### src/rtl/rr_ring_arbiter_if.sv
// Requester/resource bundle for rr_ring_arbiter: requests and beat handshake in,
// registered grant, priority pointer and beat count out.
interface rr_ring_arbiter_if #(
  parameter int N       = 4,
  parameter int QUANTUM = 4
) ();
  localparam int IW = $clog2(N);
  localparam int CW = $clog2(QUANTUM + 1);

  logic [N-1:0]  req;
  logic [N-1:0]  last;
  logic          beat;
  logic [N-1:0]  grant;
  logic          grant_valid;
  logic [IW-1:0] grant_idx;
  logic [N-1:0]  ptr;
  logic [CW-1:0] beat_cnt;

  modport master (
    output req, last, beat,
    input  grant, grant_valid, grant_idx, ptr, beat_cnt
  );

  modport slave (
    input  req, last, beat,
    output grant, grant_valid, grant_idx, ptr, beat_cnt
  );
endinterface

### src/rtl/rr_ring_arbiter.sv
// Round-robin arbiter with a one-hot rotating priority pointer and a per-grant
// beat quantum; every output comes straight from a register.
module rr_ring_arbiter #(
  parameter  int N       = 4,
  parameter  int QUANTUM = 4,
  localparam int IW      = $clog2(N),
  localparam int CW      = $clog2(QUANTUM + 1)
) (
  input  logic                  clk,
  input  logic                  reset,
  rr_ring_arbiter_if.slave      bus
);

  typedef enum logic {S_IDLE, S_GRANT} state_t;

  state_t        r_state, w_state;
  logic [N-1:0]  r_grant, w_grant;
  logic          r_valid, w_valid;
  logic [IW-1:0] r_idx, w_idx;
  logic [N-1:0]  r_ptr, w_ptr;
  logic [CW-1:0] r_cnt, w_cnt;

  logic [IW-1:0] w_ptr_idx;
  logic [IW-1:0] w_pos;
  logic [IW-1:0] w_pick_idx;
  logic          w_found;
  logic          w_req_i;
  logic          w_last_i;
  logic          w_at_quantum;

  // Circular scan starting at the pointer position; first set request wins.
  always_comb begin
    w_ptr_idx = '0;
    for (int unsigned k = 0; k < N; k++) begin
      if (r_ptr[k]) w_ptr_idx = IW'(k);
    end
    w_found    = 1'b0;
    w_pick_idx = '0;
    w_pos      = '0;
    for (int unsigned k = 0; k < N; k++) begin
      w_pos = IW'((32'(w_ptr_idx) + k) % N);
      if (!w_found && bus.req[w_pos]) begin
        w_found    = 1'b1;
        w_pick_idx = w_pos;
      end
    end
  end

  assign w_req_i      = bus.req[r_idx];
  assign w_last_i     = bus.last[r_idx];
  assign w_at_quantum = (r_cnt == CW'(QUANTUM - 1));

  always_comb begin
    w_state = r_state;
    w_grant = r_grant;
    w_valid = r_valid;
    w_idx   = r_idx;
    w_ptr   = r_ptr;
    w_cnt   = r_cnt;
    unique case (r_state)
      S_IDLE: begin
        if (w_found) begin
          w_state = S_GRANT;
          w_grant = N'(1) << w_pick_idx;
          w_valid = 1'b1;
          w_idx   = w_pick_idx;
          w_cnt   = '0;
        end
      end
      S_GRANT: begin
        // A beat always counts, even if the requester has already dropped req.
        if ((!bus.beat && !w_req_i) || (bus.beat && (w_last_i || w_at_quantum))) begin
          w_state = S_IDLE;
          w_grant = '0;
          w_valid = 1'b0;
          w_idx   = '0;
          w_cnt   = '0;
          w_ptr   = {r_grant[N-2:0], r_grant[N-1]};
        end else if (bus.beat) begin
          w_cnt = r_cnt + CW'(1);
        end
      end
      default: begin
        w_state = S_IDLE;
      end
    endcase
  end

  always_ff @(posedge clk or posedge reset) begin
    if (reset) begin
      r_state <= S_IDLE;
      r_grant <= '0;
      r_valid <= 1'b0;
      r_idx   <= '0;
      r_ptr   <= N'(1);
      r_cnt   <= '0;
    end else begin
      r_state <= w_state;
      r_grant <= w_grant;
      r_valid <= w_valid;
      r_idx   <= w_idx;
      r_ptr   <= w_ptr;
      r_cnt   <= w_cnt;
    end
  end

  assign bus.grant       = r_grant;
  assign bus.grant_valid = r_valid;
  assign bus.grant_idx   = r_idx;
  assign bus.ptr         = r_ptr;
  assign bus.beat_cnt    = r_cnt;

endmodule
### src/flat_wrapper.sv
// flat-port wrapper written by rule: the top's interface ports become plain ports
module rr_ring_arbiter_flat 
#(
  parameter  int N       = 4,
  parameter  int QUANTUM = 4,
  localparam int IW      = $clog2(N),
  localparam int CW      = $clog2(QUANTUM + 1)
)
  (clk, reset, bus_req, bus_last, bus_beat, bus_grant, bus_grant_valid, bus_grant_idx, bus_ptr, bus_beat_cnt);
  rr_ring_arbiter_if #(.N(N), .QUANTUM(QUANTUM)) bus_i ();
  input  logic clk;
  input  logic reset;
  input wire logic [$bits(bus_i.req)-1:0] bus_req;
  input wire logic [$bits(bus_i.last)-1:0] bus_last;
  input wire logic [$bits(bus_i.beat)-1:0] bus_beat;
  output wire logic [$bits(bus_i.grant)-1:0] bus_grant;
  output wire logic [$bits(bus_i.grant_valid)-1:0] bus_grant_valid;
  output wire logic [$bits(bus_i.grant_idx)-1:0] bus_grant_idx;
  output wire logic [$bits(bus_i.ptr)-1:0] bus_ptr;
  output wire logic [$bits(bus_i.beat_cnt)-1:0] bus_beat_cnt;
  assign bus_i.req = bus_req;
  assign bus_i.last = bus_last;
  assign bus_i.beat = bus_beat;
  assign bus_grant = bus_i.grant;
  assign bus_grant_valid = bus_i.grant_valid;
  assign bus_grant_idx = bus_i.grant_idx;
  assign bus_ptr = bus_i.ptr;
  assign bus_beat_cnt = bus_i.beat_cnt;
  rr_ring_arbiter #(.N(N), .QUANTUM(QUANTUM)) u_core (.clk(clk), .reset(reset), .bus(bus_i));
endmodule
### config.mk
export PLATFORM = sky130hd
export DESIGN_NAME = rr_ring_arbiter_flat
export DESIGN_NICKNAME = d
export VERILOG_FILES = /design/src/rtl/rr_ring_arbiter_if.sv /design/src/rtl/rr_ring_arbiter.sv /design/src/flat_wrapper.sv
export SDC_FILE = /design/constraint.sdc
export NUM_CORES = 1
export LEC_CHECK = 0
export ABC_AREA = 1
export ABC_CLOCK_PERIOD_IN_PS = 1500
export BUFFER_PORTS_ARGS = -buffer_cell sky130_fd_sc_hd__clkbuf_2
export CAP_MARGIN = 25
export CORE_MARGIN = 2
export CORE_UTILIZATION = 48
export DETAILED_ROUTE_END_ITERATION = 10
export HOLD_SLACK_MARGIN = 0.15
export PLACE_DENSITY = 0.71
export SLEW_MARGIN = 40
export SYNTH_ARGS = -nofsm -noshare
export SYNTH_HDL_FRONTEND = slang
export SYNTH_SLANG_ARGS = --single-unit
### constraint.sdc
create_clock -name clk -period 1.5 [get_ports clk]
set_input_delay 0.3 -clock clk [delete_from_list [all_inputs] [get_ports clk]]
set_output_delay 0.3 -clock clk [all_outputs]
set_load 0.02 [all_outputs]
Yosys cells after proc, flatten, opt, wreduce, memory -nomap -nowiden

Index checks and enable logic that the tools add are counted.

Add/subtract/negate cells: 4
Magnitude comparators: 5
Equal/unequal tests: 4
Shift-type cells: 1
Multiplexer cells: 39
Bitwise gates (word level): 1
Reduce and logical (&&, ||, !) cells: 15

Operators by type and width:

| cell                                                                 | count |
|---|---|
| 2-bit two-way mux                                                    | 8 |
| 2-bit by 3-bit < comparator with 1-bit output, second input constant | 5 |
| 1-bit two-way mux                                                    | 15 |
| 1-bit binary-select mux with 2-bit select                            | 6 |
| 3-bit two-way mux                                                    | 3 |
| 4-bit two-way mux                                                    | 2 |
| 4-bit one-hot mux with 2 select lines                                | 1 |
| 3-bit one-hot mux with 2 select lines                                | 1 |
| 2-bit AND reduction                                                  | 3 |
| 1-bit logical AND                                                    | 5 |
| 1-bit zero test                                                      | 5 |
| 2-bit adder, second input constant                                   | 2 |
| 1-bit one-hot mux with 2 select lines                                | 2 |
| 2-bit one-hot mux with 2 select lines                                | 1 |
| 1-bit by 2-bit left shift with 4-bit output, first input constant    | 1 |
| 3-bit by 1-bit adder with 3-bit output, second input constant        | 1 |
| 3-bit by 2-bit == test with 1-bit output, second input constant      | 1 |
| 3-bit != test, second input constant                                 | 1 |
| 2-bit by 1-bit adder with 2-bit output, second input constant        | 1 |
| 1-bit logical OR                                                     | 2 |
| 2-bit by 1-bit != test with 1-bit output, second input constant      | 1 |
| 2-bit != test, second input constant                                 | 1 |
| 1-bit inverter                                                       | 1 |

Register bits: 15
Word-level logic and storage cells: 75

Longest topological paths before layout

Gate-level depths: netlist of the first run.

Depth in word-level cells: 18
Gate-level depth with buffers: 14

Worst setup path after synthesis of the first run

OpenSTA, ideal clock, no wires.

Kind: register -> register
Start point: register u_core.r_ptr[2], in the netlist u_core.bus.ptr[2]
End point: register u_core.r_cnt[2], in the netlist u_core.bus.beat_cnt[2]
Setup time: 0.118 ns
Arrival: 1.571 ns
Path slack: -0.189 ns
Cell stages (with the launch flop): 13
Period minus slack after synthesis: 1.689 ns
Path through: dfrtp_1 -> inv_2 -> nand2_4 -> nand2_4 -> nand2_4 -> nand3_2 -> nand2_4 -> nor2_8 -> nand2_4 -> o21ai_4 -> nand2_4 -> nand2_1 -> o21ai_2

Word-level cells in the longest chain between the ends: 16
Elaborated cells on any way between the ends: 25
Classes of those cells: 3 x add/sub; 1 x eq/ne; 14 x mux; 7 x reduce/logical

Ends and longest elaborated chain:

| what                                                                            | line                   | text |
|---|---|---|
| start, declared                                                                 | rr_ring_arbiter.sv:20  | `logic [N-1:0] r_ptr, w_ptr;` |
| start signal, assigned                                                          | rr_ring_arbiter.sv:102 | `r_ptr <= w_ptr;` |
| 2-bit two-way mux (*) (2 in a row)                                              | rr_ring_arbiter.sv:35  | `if (r_ptr[k]) w_ptr_idx = IW'(k);` |
| branches (longest 11 deep; another with 2-bit by 1-bit adder with 2-bit output) | n/a                    |  |
| 1-bit two-way mux (*)                                                           | rr_ring_arbiter.sv:42  | `if (!w_found && bus.req[w_pos]) begin` |
| 2-bit by 1-bit != test with 1-bit output (no source line) (*)                   | n/a                    |  |
| 2-bit AND reduction (no source line) (*)                                        | n/a                    |  |
| end signal, assigned                                                            | rr_ring_arbiter.sv:103 | `r_cnt <= w_cnt;` |
| end, declared                                                                   | rr_ring_arbiter.sv:21  | `logic [CW-1:0] r_cnt, w_cnt;` |

Every way passes the cells marked *. The select of a mux whose other input is x is not followed.
A chain may end at the register's enable or synchronous reset.

Final worst setup path of the first run

Start point: register u_core.r_ptr[1], in the netlist u_core.bus.ptr[1]
End point: register u_core.r_cnt[1], in the netlist u_core.bus.beat_cnt[1]

Word-level cells in the longest chain between the ends: 17
Elaborated cells on any way between the ends: 26
Classes of those cells: 3 x add/sub; 1 x eq/ne; 15 x mux; 7 x reduce/logical

Ends and longest elaborated chain:

| what                                                                            | line |
|---|---|
| 1-bit two-way mux (*)                                                           | rr_ring_arbiter.sv:35 |
| 2-bit two-way mux (*) (2 in a row)                                              | rr_ring_arbiter.sv:35 |
| branches (longest 11 deep; another with 2-bit by 1-bit adder with 2-bit output) | n/a |
| 1-bit two-way mux (*)                                                           | rr_ring_arbiter.sv:42 |
| 2-bit by 1-bit != test with 1-bit output (no source line) (*)                   | n/a |
| 2-bit AND reduction (no source line) (*)                                        | n/a |

Marks and branches as above.

==> summary.json, run 1 <==
{
  "rsz0062_at_grt": {"value": "yes"},
  "syn-num-nets": {"value": 170},
  "detail_route.drc_violations": {"value": 0},
  "area_fraction_in_and_or_nand_and_nor_cells_after_synthesis": {"value": 47.42, "unit": "%"},
  "synth_top_family_by_area": {"value": "simple AND/OR/NAND/NOR gates"},
  "drt_iter0_markers": {"value": 15},
  "placeableCoreArea": {"value": 2255, "unit": "um2"},
  "worst_setup_path_end_kind": {"value": "flip-flop"},
  "synth-warning-count": {"value": 0},
  "drive_above_1_share": {"value": 48.82, "unit": "%"},
  "critPathKind": {"value": "reg -> reg"},
  "layout.nets": {"value": 225},
  "maxSlewHeadroom": {"value": 61.91, "unit": "%"},
  "yosys.area_share.adder": {"value": 2.151, "unit": "%"},
  "critical_path_peak_fanout": {"value": 6},
  "cp_max_stage_cell": {"value": "dfrtp_2"},
  "required": {"value": 1690, "unit": "ps"},
  "placementRows": {"value": 17},
  "final_core_utilization": {"value": 73.20, "unit": "%"},
  "tritoncts_num_sinks": {"value": 15},
  "violations": {"value": "negative setup slack"},
  "path_clk_slew": {"value": 90, "unit": "ps"},
  "netlist_instances": {"value": 157},
  "route.detailed.wl_per_inst": {"value": 12.14, "unit": "um"},
  "routed_via_density": {"value": 5.004},
  "run_status": {"value": "finished, violations left"},
  "die_h": {"value": 53.24, "unit": "um"},
  "worst_r2r_path_depth": {"value": 10},
  "drv_cap": {"value": 0},
  "synth.lib_cells_used.distinct": {"value": 21},
  "post_synth_mux_area_share": {"value": 0, "unit": "%"},
  "timing.final.crit_share": {"value": 113.8, "unit": "%"},
  "design.die.area": {"value": 2834, "unit": "um2"},
  "drt_wl_total": {"value": 2.901, "unit": "mm"},
  "cts_buffers": {"value": 3},
  "hold_violations": {"value": 0},
  "period_needed": {"value": 1707, "unit": "ps"},
  "start_util": {"value": 51.61, "unit": "%"},
  "clock-skew-final": {"value": 3.097, "unit": "ps"},
  "rd_place_congestion": {"value": 0.8030},
  "fill_cells": {"value": 190},
  "number_of_global_route_vias_before_repair": {"value": 1130},
  "worst-endpoint-arrival": {"value": 1900, "unit": "ps"},
  "detailed_place_hpwl": {"value": 2.240, "unit": "mm"},
  "worst_ir_drop_vdd": {"value": 1749, "unit": "uV"},
  "count_of_h_tree_levels_built_during_cts": {"value": 1},
  "fmax": {"value": 585.8, "unit": "MHz"},
  "synth_xor_area_share": {"value": 0, "unit": "%"},
  "place_worst_setup_slack": {"value": -232.3, "unit": "ps"},
  "total_leakage_power": {"value": 0.0009272, "unit": "uW"},
  "timing.final.setup_violations": {"value": 14},
  "cp_cell_sequence": {"value": "nand2_4 -> nand3_1 -> nand3_2 -> nand2_4 -> nor2_8 -> nand2_4 -> o21ai_4 -> nand2_4 -> nand3_1 -> nand2_1"},
  "synth-seq-cells": {"value": 15},
  "hold_class": {"value": "reg -> reg"},
  "most_used_cell_along_the_critical_path": {"value": "nand2_4"},
  "root_buffer": {"value": "clkbuf_4"},
  "post_route_antenna_net_violation_count": {"value": 0},
  "synth_area_per_cell": {"value": 7.412, "unit": "um2"},
  "clk_path_buf_depth": {"value": 2},
  "slew_violations": {"value": 0},
  "critical-path-max-stage-delay": {"value": 450, "unit": "ps"},
  "antenna_violations_before_repair": {"value": 0},
  "synth_compound_gate_area_share": {"value": 10.43, "unit": "%"},
  "cts_tree": {"value": "built"},
  "grt_pass1_wl": {"value": 4.623, "unit": "mm"},
  "firstDrtPassIters": {"value": 4},
  "count_of_cells_along_the_worst_hold_path": {"value": 2},
  "number_of_buffers_inserted_by_port_buffering": {"value": 24},
  "final_critical_path_setup_slack": {"value": -207.0, "unit": "ps"},
  "ys_seq_area_share": {"value": 32.37, "unit": "%"},
  "worst_slew_pin_slew": {"value": 570.7, "unit": "ps"},
  "n_antenna_cell": {"value": 0},
  "hold_ws": {"value": 469.4, "unit": "ps"},
  "grt.overflow.total": {"value": 0},
  "vias": {"value": 1196},
  "horiz_die_dim": {"value": 53.24, "unit": "um"},
  "grt_use_total": {"value": 22.53, "unit": "%"},
  "area_delta_synth_final": {"value": 41.83, "unit": "%"},
  "power_per_cell_area": {"value": 2710, "unit": "nW/um2"},
  "top_level_ports": {"value": 25},
  "post_synth_instance_area": {"value": 1164, "unit": "um2"},
  "critPathLaunchType": {"value": "flip-flop"},
  "clock_insertion_delay_worst_skew": {"value": 290, "unit": "ps"},
  "finalSetupTns": {"value": -2201, "unit": "ps"},
  "grt_max_degree": {"value": 16}
}
## final timing paths
| check | startpoint | endpoint | slack [ps] |
|---|---|---|---|
| worst max-delay path | u_core.bus.ptr[1] | u_core.bus.beat_cnt[1] | -210 |
| worst min-delay path | u_core.bus.ptr[0] | u_core.bus.ptr[0] | 470 |
| worst max register to register | u_core.bus.ptr[1] | u_core.bus.beat_cnt[1] | -210 |
| worst min register to register | u_core.bus.ptr[0] | u_core.bus.ptr[0] | 470 |
| max in group asynchronous | reset | u_core.bus.ptr[2] | 520 |
| min in group asynchronous | reset | u_core.bus.grant[1] | 580 |
## per-layer routing
layer / up-vias / wire (um) / GRT usage (%)
met5: - / 0 / 0
met4: 0 / 43 / 9.402
met3: 5 / 76 / 3.672
met2: 19 / 1587 / 40.95
met1: 565 / 1194 / 25.62
li1: 607 / - / -
## cells in the final DEF, fill, tap and decap left out, types with 6 or more instances in the layout
| cell type | count |
|---|---|
| nor2_4 | 6 |
| inv_2 | 7 |
| inv_1 | 15 |
| dfrtp_1 | 10 |
| nor2_1 | 7 |
| nand2_1 | 44 |
| clkbuf_2 | 24 |
| nand3_1 | 18 |
| nand2_4 | 9 |
| nand3_2 | 6 |
| nand2_2 | 6 |
| buf_4 | 22 |
## layout make-up
cell class,instances,area (um2),area share [%]
Timing Repair Buffer,50,329.1,19.94
Multi-Input combinational cell,119,787.0,47.69
Sequential cell,15,381.6,23.12
Clock buffer,4,26.28,1.592
Inverter,23,91.34,5.535
Tap cell,28,35.03,2.123
## cell families after synthesis
| family | Yosys count |
|---|---|
| AOI/OAI and AO/OA | 16 |
| buffers and inverters | 23 |
| DFF | 15 |
| adders and majority gates | 2 |
| and+or+nand+nor | 101 |
## report_power, final
group          switching [uW]  internal [uW]
clock                     135            104
combinational            2100           1390
sequential                164            580
## Yosys cell counts (all sizes together)
| cell | count | area (um2) |
|---|---|---|
| a21oi | 3 | 15.01 |
| dfrtp | 14 | 350.3 |
| dfstp | 1 | 26.28 |
| ha | 2 | 25.02 |
| inv | 23 | 88.84 |
| nand2 | 60 | 292.8 |
| nand3 | 25 | 145.1 |
| nand4 | 2 | 12.51 |
| nor2 | 14 | 101.4 |
| o21ai | 12 | 97.59 |
| o221ai | 1 | 8.760 |
## sequential cells by signal, summed over array words and instances (netlist names)
name                    flops
u_core.r_state              1
u_core.bus.grant            4
u_core.bus.ptr              4
u_core.bus.grant_idx        2
u_core.bus.beat_cnt         3
u_core.bus.grant_valid      1
## timing repair
action                                  CTS  global route
setup buffers                             4             2
hold buffers                              1             0
pin swaps                                 9            10
endpoints found under the setup margin   15            15
gates resized for setup                  18             8
endpoints found under the hold margin    14             0
## stage by stage
step	std cells	cell area, um2	power [uW]
6_report	239	1650	4473
5_1_grt	239	1650	4809
4_1_cts	237	1602	4290
3_5_place_dp	228	1480	3746
3_3_place_gp	228	1480	3644
2_1_floorplan	157	1182	2871
## critical path: cells and delay by family, from the launching register on
family	cells	cell delay [ps]
compound gates	1	200
flops	1	450
simple gates	9	930
(Power assumes the default switching activity.)
==> run 2: changes to the inputs <==
--- a/config.mk
+++ b/config.mk
@@ -5,15 +5,15 @@
 export SDC_FILE = /design/constraint.sdc
 export NUM_CORES = 1
 export LEC_CHECK = 0
-export ABC_AREA = 1
+export ABC_AREA = 0
 export ABC_CLOCK_PERIOD_IN_PS = 1500
 export BUFFER_PORTS_ARGS = -buffer_cell sky130_fd_sc_hd__clkbuf_2
 export CAP_MARGIN = 25
 export CORE_MARGIN = 2
-export CORE_UTILIZATION = 48
+export CORE_UTILIZATION = 30
 export DETAILED_ROUTE_END_ITERATION = 10
 export HOLD_SLACK_MARGIN = 0.15
-export PLACE_DENSITY = 0.71
+export PLACE_DENSITY = 0.48
 export SLEW_MARGIN = 40
 export SYNTH_ARGS = -nofsm -noshare
 export SYNTH_HDL_FRONTEND = slang
==> run 2 against run 1 <==
The run still ends with negative setup slack left. Utilization is 26 points lower. Final cell count is 15% lower. Maximum frequency is 11% lower. Combinational power is 33% lower. Hold slack better by 31 ps. Register-to-register slack worse by 210 ps. Largest power group unchanged. Highest routed layer unchanged.
==> summary.json, run 2 <==
{
  "run_status": {"value": "finished, violations left"},
  "violations": {"value": "negative setup slack"},
  "grt_max_degree": {"value": 16, "change": "unchanged"},
  "firstDrtPassIters": {"value": 6, "change": "+2"},
  "slew_violations": {"value": 0, "change": "unchanged"},
  "fill_cells": {"value": 326, "change": "+72%"},
  "antenna_violations_before_repair": {"value": 0, "change": "unchanged"},
  "total_leakage_power": {"value": 0.0007820, "unit": "uW", "change": "-16%"},
  "timing.final.setup_violations": {"value": 15, "change": "+1"},
  "syn-num-nets": {"value": 108, "change": "-36%"},
  "detail_route.drc_violations": {"value": 0, "change": "unchanged"},
  "worst_ir_drop_vdd": {"value": 1001, "unit": "uV", "change": "-43%"},
  "most-common-layout-cells": {"value": "buf_4 (33), clkbuf_2 (24), dfrtp_1 (10), inv_1 (9), nor2_1 (6)"},
  "synth_area_per_cell": {"value": 10.76, "unit": "um2", "change": "+45%"},
  "horiz_die_dim": {"value": 62.38, "unit": "um", "change": "+17%"},
  "post_synth_instance_area": {"value": 1022, "unit": "um2", "change": "-12%"},
  "hold_class": {"value": "reg -> reg"},
  "start_util": {"value": 30.88, "unit": "%", "change": "-21 points"},
  "rd_place_congestion": {"value": 0.8477, "change": "+5.6%"},
  "number_of_global_route_vias_before_repair": {"value": 1024, "change": "-9.4%"},
  "period_needed": {"value": 1913, "unit": "ps", "change": "+205.6 ps"},
  "layout.nets": {"value": 171, "change": "-24%"},
  "final_core_utilization": {"value": 47.69, "unit": "%", "change": "-26 points"},
  "hold_violations": {"value": 0, "change": "unchanged"},
  "top_level_ports": {"value": 25, "change": "unchanged"},
  "final_cell_count_no_fill": {"value": 203, "change": "-15%"},
  "area_delta_synth_final": {"value": 54.47, "unit": "%"},
  "placed_area": {"value": 1376, "unit": "um2", "change": "-7.0%"},
  "ys.flop_type": {"value": "dfrtp_1"},
  "number_of_buffers_inserted_by_port_buffering": {"value": 24, "change": "unchanged"},
  "drt_iter0_markers": {"value": 55, "change": "+40"},
  "vias": {"value": 982, "change": "-18%"},
  "routed_via_density": {"value": 4.837, "change": "-3.3%"},
  "drv_cap": {"value": 0, "change": "unchanged"},
  "worst_slew_pin_slew": {"value": 579.0, "unit": "ps", "change": "+8.280 ps"},
  "cts_tree": {"value": "built"},
  "ys_top_cells_by_count": {"value": "dfrtp_1 (14), inv_1 (9), nor2_1 (7)"},
  "cts_buffers": {"value": 3, "change": "unchanged"},
  "synth_edf_count": {"value": 0, "change": "unchanged"},
  "drive_above_1_share": {"value": 61.15, "unit": "%", "change": "+12 points"},
  "rsz0062_at_grt": {"value": "yes"},
  "grt.overflow.total": {"value": 0, "change": "unchanged"},
  "clock-skew-final": {"value": 1.038, "unit": "ps", "change": "-2.059 ps"},
  "grt_pass1_wl": {"value": 4.719, "unit": "mm", "change": "+2.1%"},
  "layout_commonest_cell": {"value": "buf_4"},
  "clock_insertion_delay_worst_skew": {"value": 270, "unit": "ps", "change": "-20 ps"},
  "drt_wl_total": {"value": 2.747, "unit": "mm", "change": "-5.3%"},
  "worst_setup_path_end_kind": {"value": "flip-flop"},
  "placeableCoreArea": {"value": 3311, "unit": "um2", "change": "+47%"},
  "timing.final.crit_share": {"value": 127.5, "unit": "%", "change": "+14 points"},
  "post_route_antenna_net_violation_count": {"value": 0, "change": "unchanged"},
  "ys_seq_area_share": {"value": 36.84, "unit": "%", "change": "+4.5 points"},
  "die_h": {"value": 62.38, "unit": "um", "change": "+17%"},
  "design.die.area": {"value": 3891, "unit": "um2", "change": "+37%"},
  "netlist_instances": {"value": 95, "change": "-39%"},
  "synth.lib_cells_used.distinct": {"value": 40, "change": "+90%"},
  "final_area": {"value": 1579, "unit": "um2", "change": "-4.3%"},
  "n_antenna_cell": {"value": 0, "change": "unchanged"},
  "final_critical_path_setup_slack": {"value": -412.7, "unit": "ps", "change": "-205.6 ps"},
  "yosysTopAreaCellShare": {"value": 34.27, "unit": "%", "change": "+4.2 points"},
  "yosys.cell_count.top_type": {"value": "dfrtp_1"},
  "route.detailed.wl_per_inst": {"value": 13.53, "unit": "um", "change": "+11%"},
  "path_clk_slew": {"value": 80, "unit": "ps", "change": "about the same"},
  "synth-warning-count": {"value": 0, "change": "unchanged"},
  "critPathKind": {"value": "reg -> reg"},
  "clk_path_buf_depth": {"value": 2, "change": "unchanged"},
  "synth.largest_area_cell": {"value": "dfrtp_1"},
  "fmax": {"value": 522.8, "unit": "MHz", "change": "-11%"},
  "tritoncts_num_sinks": {"value": 15, "change": "unchanged"},
  "required": {"value": 1670, "unit": "ps", "change": "-20 ps"},
  "critPathLaunchType": {"value": "flip-flop"},
  "ys_async_rst_share": {"value": 100.0, "unit": "%", "change": "unchanged"},
  "maxSlewHeadroom": {"value": 61.36, "unit": "%", "change": "-0.55 points"},
  "finalSetupTns": {"value": -4414, "unit": "ps", "change": "-2213 ps"},
  "synthTopCellsByArea": {"value": "dfrtp_1 (34%), mux2_2 (4.4%), mux4_2 (4.4%)"},
  "numPlacedInstances": {"value": 190, "change": "-17%"},
  "synth-seq-cells": {"value": 15, "change": "unchanged"},
  "worst-endpoint-arrival": {"value": 2080, "unit": "ps", "change": "+180 ps"},
  "power_per_cell_area": {"value": 2105, "unit": "nW/um2", "change": "-22%"},
  "count_of_h_tree_levels_built_during_cts": {"value": 1, "change": "unchanged"},
  "root_buffer": {"value": "clkbuf_4"},
  "placementRows": {"value": 21, "change": "+4"},
  "critical_path_peak_fanout": {"value": 4, "change": "-2"},
  "grt_use_total": {"value": 14.95, "unit": "%", "change": "-7.6 points"},
  "detailed_place_hpwl": {"value": 2.146, "unit": "mm", "change": "-4.2%"}
}
## run 2: cell count changes in the layout (fill, tap and decap cells not counted), moves of 3 or more
cell	before	now
nand2_1	44	3
buf_4	22	33
nand2_4	9	1
nand2_2	6	0
inv_1	15	9
inv_2	7	0
mux2_4	0	5
o21ai_4	3	0
nand3_2	6	0
o211ai_1	0	5
nor2_4	6	0
nand3_1	18	0
## run 2: worst paths after layout
kind	cells after the start	slack (ps)	end	startpoint
worst max-delay path	9	-410	u_core.bus.grant_idx[1]	u_core.bus.ptr[1]
worst min-delay path	1	500	u_core.bus.grant_valid	u_core.bus.grant_valid
worst max register to register	9	-410	u_core.bus.grant_idx[1]	u_core.bus.ptr[1]
worst min register to register	1	500	u_core.bus.grant_valid	u_core.bus.grant_valid
max in group asynchronous	3	480	u_core.bus.ptr[1]	reset
min in group asynchronous	3	610	u_core.bus.beat_cnt[0]	reset
## run 2: what timing repair did
action	in CTS	in global routing
buffers inserted	7	1
gates cloned	0	0
pin swaps	8	1
hold endpoints to repair	14	0
hold buffers	1	0
setup endpoints to repair	15	15
resized for setup	23	3
## run 2: per-stage QoR
step	power, uW	hold WS (ps)	worst slack (ps)
after floorplan	1965	200.6	-540.5
after global placement	2635	367.4	-508.6
after detailed placement	2654	368.5	-460.4
after CTS	3277	505.0	-384.1
after global routing	3554	538.0	-463.5
final	3323	500.8	-412.7
## run 2: report_power, final
part | switching [uW] | internal, uW | leakage (uW)
registers | 167 | 583 | 0.000187
clock network | 117 | 103 | 0.0000150
logic | 1130 | 1220 | 0.000580
total | 1420 | 1910 | 0.000782
## run 2: cells by family (layout without fill, tap and decap cells)
logic type               after synthesis  after routing  synth area share [%]
multiplexers                          10             10                 13.10
AO/OA/AOI/OAI                         34             34                 27.30
flip-flops                            15             15                 36.84
adder cells (fa/ha/maj)                2              2                 2.448
AND/OR/NAND/NOR                       21             21                 12.36
buffers and inverters                 13             75                 7.955
## run 2: area by class of cell
type,count,area [um2],share of cell area [%]
multi-input combinational,67,656.9,41.60
timing repair buffer,62,422.9,26.78
sequential,15,381.6,24.17
tap,46,57.56,3.645
inverter,9,33.78,2.139
clock buffer,4,26.28,1.664
## run 2: per-layer routing
layer	up-vias	part of all wire [%]	global-route usage, %
met5	-	0	0
met2	31	49	26.22
met1	463	45	19.27
met4	0	0.84	3.889
met3	4	5.1	2.342
li1	484	-	-
## run 2: worst max-delay path, stage by stage (launching register included)
cell and delay (ps):
dfrtp_2 440, buf_6 130, mux2i_1 120, a221oi_2 220, buf_4 180, a221oi_4 40, buf_6 140, buf_6 110
o21a_4 200, a22o_1 220
==> run 3: changes to the inputs <==
--- a/config.mk
+++ b/config.mk
@@ -9,11 +9,13 @@
 export ABC_CLOCK_PERIOD_IN_PS = 1500
 export BUFFER_PORTS_ARGS = -buffer_cell sky130_fd_sc_hd__clkbuf_2
 export CAP_MARGIN = 25
+export CELL_PAD_IN_SITES_DETAIL_PLACEMENT = 1
+export CELL_PAD_IN_SITES_GLOBAL_PLACEMENT = 1
 export CORE_MARGIN = 2
 export CORE_UTILIZATION = 30
 export DETAILED_ROUTE_END_ITERATION = 10
 export HOLD_SLACK_MARGIN = 0.15
-export PLACE_DENSITY = 0.48
+export PLACE_DENSITY = 0.59
 export SLEW_MARGIN = 40
 export SYNTH_ARGS = -nofsm -noshare
 export SYNTH_HDL_FRONTEND = slang
==> run 3 against run 2 <==
The run still ends with negative setup slack left. Global-route usage increased by 1.1 points. Register-to-register slack about the same. Highest routed layer unchanged. Count of clock-buffer cells in the layout is the same. Combinational power about the same. Largest cell class unchanged.
==> summary.json, run 3 (synthesized netlist as in run 2, its figures left out) <==
{
  "detailed_place_hpwl": {"value": 2.266, "unit": "mm", "change": "+5.6%"},
  "worst-endpoint-arrival": {"value": 2090, "unit": "ps", "change": "about the same"},
  "critPathLaunchType": {"value": "flip-flop"},
  "place_worst_setup_slack": {"value": -508.4, "unit": "ps", "change": "-47.94 ps"},
  "timing.final.crit_share": {"value": 127.6, "unit": "%", "change": "+0.13 points"},
  "final_critical_path_setup_slack": {"value": -414.6, "unit": "ps", "change": "-1.936 ps"},
  "post_route_antenna_net_violation_count": {"value": 0, "change": "unchanged"},
  "worst_slew_pin_slew": {"value": 587.9, "unit": "ps", "change": "+8.877 ps"},
  "layout_commonest_cell": {"value": "buf_4"},
  "violations": {"value": "negative setup slack"},
  "clock_insertion_delay_worst_skew": {"value": 290, "unit": "ps", "change": "+20 ps"},
  "rd_place_congestion": {"value": 0.8520, "change": "+0.51%"},
  "period_needed": {"value": 1915, "unit": "ps", "change": "+1.936 ps"},
  "rsz0062_at_grt": {"value": "yes"},
  "detail_route.drc_violations": {"value": 0, "change": "unchanged"},
  "grt.overflow.total": {"value": 0, "change": "unchanged"},
  "slew_violations": {"value": 0, "change": "unchanged"},
  "hold_violations": {"value": 0, "change": "unchanged"},
  "power_per_cell_area": {"value": 2156, "unit": "nW/um2", "change": "+2.4%"},
  "placeableCoreArea": {"value": 3311, "unit": "um2", "change": "unchanged"},
  "root_buffer": {"value": "clkbuf_4"},
  "tritoncts_num_sinks": {"value": 15, "change": "unchanged"},
  "worst_ir_drop_vdd": {"value": 1048, "unit": "uV", "change": "+4.7%"},
  "wl_met3": {"value": 122, "unit": "um", "change": "-13%"},
  "horiz_die_dim": {"value": 62.38, "unit": "um", "change": "unchanged"},
  "met2RoutedLength": {"value": 1.461, "unit": "mm", "change": "+9.1%"},
  "path_clk_slew": {"value": 80, "unit": "ps", "change": "about the same"},
  "number_of_global_route_vias_before_repair": {"value": 1017, "change": "-0.68%"},
  "final_core_utilization": {"value": 46.67, "unit": "%", "change": "-1.0 points"},
  "route.detailed.wl_per_inst": {"value": 15.39, "unit": "um", "change": "+14%"},
  "crit-reg2reg-capture": {"value": "u_core.bus.grant[1]"},
  "worst_setup_path_end_kind": {"value": "flip-flop"},
  "worst_r2r_path_depth": {"value": 7, "change": "-2"},
  "total_leakage_power": {"value": 0.0007506, "unit": "uW", "change": "-4.0%"},
  "placementRows": {"value": 21, "change": "unchanged"},
  "n_antenna_cell": {"value": 0, "change": "unchanged"},
  "drv_cap": {"value": 0, "change": "unchanged"},
  "final_area": {"value": 1545, "unit": "um2", "change": "-2.1%"},
  "critical_path_peak_fanout": {"value": 3, "change": "-1"},
  "fmax": {"value": 522.3, "unit": "MHz", "change": "-0.10%"},
  "area_delta_synth_final": {"value": 51.16, "unit": "%"},
  "worst-r2r-setup-slack": {"value": -410, "unit": "ps", "change": "about the same"},
  "die_h": {"value": 62.38, "unit": "um", "change": "unchanged"},
  "critical_path_end": {"value": "u_core.bus.grant[1]"},
  "timing.final.setup_violations": {"value": 15, "change": "unchanged"},
  "design.die.area": {"value": 3891, "unit": "um2", "change": "unchanged"},
  "hold_class": {"value": "reg -> reg"},
  "drive_above_1_share": {"value": 60.40, "unit": "%", "change": "-0.74 points"},
  "startpoint": {"value": "u_core.bus.ptr[1]"},
  "vias": {"value": 978, "change": "-0.41%"},
  "clk_path_buf_depth": {"value": 2, "change": "unchanged"},
  "cts_tree": {"value": "built"},
  "clock-skew-final": {"value": 3.901, "unit": "ps", "change": "+2.863 ps"},
  "antenna_violations_before_repair": {"value": 0, "change": "unchanged"},
  "count_of_h_tree_levels_built_during_cts": {"value": 1, "change": "unchanged"},
  "regToRegStartpoint": {"value": "u_core.bus.ptr[1]"},
  "layout.nets": {"value": 163, "change": "-4.7%"},
  "grt_pass1_wl": {"value": 4.912, "unit": "mm", "change": "+4.1%"},
  "routed_via_density": {"value": 5.015, "change": "+3.7%"},
  "placed_area": {"value": 1359, "unit": "um2", "change": "-1.3%"},
  "drt_iter0_markers": {"value": 27, "change": "-51%"},
  "cts_buffers": {"value": 3, "change": "unchanged"},
  "top_layer_used": {"value": "met4"},
  "fill_cells": {"value": 378, "change": "+16%"},
  "start_util": {"value": 30.88, "unit": "%", "change": "unchanged"},
  "run_status": {"value": "finished, violations left"},
  "wl_met1": {"value": 1.386, "unit": "mm", "change": "+12%"},
  "critPathKind": {"value": "reg -> reg"},
  "drt_wl_total": {"value": 3.001, "unit": "mm", "change": "+9.2%"},
  "grt_use_total": {"value": 16.01, "unit": "%", "change": "+1.1 points"},
  "required": {"value": 1680, "unit": "ps", "change": "about the same"},
  "hold_ws": {"value": 504.0, "unit": "ps", "change": "+3.258 ps"},
  "grt_max_degree": {"value": 16, "change": "unchanged"},
  "number_of_buffers_inserted_by_port_buffering": {"value": 24, "change": "unchanged"},
  "firstDrtPassIters": {"value": 4, "change": "-2"},
  "top_level_ports": {"value": 25, "change": "unchanged"},
  "maxSlewHeadroom": {"value": 60.77, "unit": "%", "change": "-0.59 points"},
  "most-common-layout-cells": {"value": "buf_4 (25), clkbuf_2 (23), inv_1 (9), dfrtp_1 (9), mux2_4 (6)"}
}
-- run 3: how the worst min path moves through the flow --
| stage | start | end | slack [ps] | depth (start not counted) |
|---|---|---|---|---|
| floorplan | reset | u_core.bus.beat_cnt[0] | 200 | 1 |
| global placement | reset | u_core.bus.grant[3] | 360 | 2 |
| detailed placement | reset | u_core.bus.grant[1] | 370 | 2 |
| CTS | u_core.bus.grant_valid | u_core.bus.grant_valid | 510 | 1 |
| global route | u_core.bus.grant_valid | u_core.bus.grant_valid | 520 | 1 |
| finish | u_core.bus.grant_valid | u_core.bus.grant_valid | 500 | 1 |
-- run 3: per-stage QoR --
stage | cells | power, uW | TNS (ps)
detailed placement | 186 | 2694 | -5421
global placement | 186 | 2648 | -4777
finish | 195 | 3331 | -4329
global route | 195 | 3563 | -5472
floorplan | 95 | 1965 | -5268
CTS | 195 | 3149 | -4474
-- run 3: worst max-delay path: stages, from the launching register on --
cell	delay (ps)
dfrtp_2	440
nor2b_4	140
or4_4	420
a221oi_4	310
buf_6	170
buf_4	120
o211ai_1	100
o31ai_1	100
-- run 3: per-layer routing --
layer | global-route usage (%) | vias up
li1 | - | 467
met1 | 20.55 | 488
met2 | 26.77 | 18
met3 | 4.324 | 5
met4 | 4.167 | 0
met5 | 0 | -
-- run 3: cell type report --
| class | count | area (um2) | area share, % |
|---|---|---|---|
| Sequential cell | 15 | 382.9 | 24.78 |
| Multi-Input combinational cell | 67 | 666.9 | 43.16 |
| Timing Repair Buffer | 54 | 377.9 | 24.45 |
| Clock buffer | 4 | 26.28 | 1.700 |
| Inverter | 9 | 33.78 | 2.186 |
| Tap cell | 46 | 57.56 | 3.725 |
-- run 3: power by group --
part           switching [uW]  internal, uW  leakage, uW
Sequential                184           586     0.000186
Combinational            1140          1190     0.000550
Clock                     128           103    0.0000150
Total                    1450          1880     0.000751
-- run 3: timing repair --
item,CTS,global route
hold buffers,1,0
endpoints found under the hold margin,14,0
gates resized for setup,16,14
setup endpoints to repair,15,16
pin swaps,5,2
setup buffers,4,0
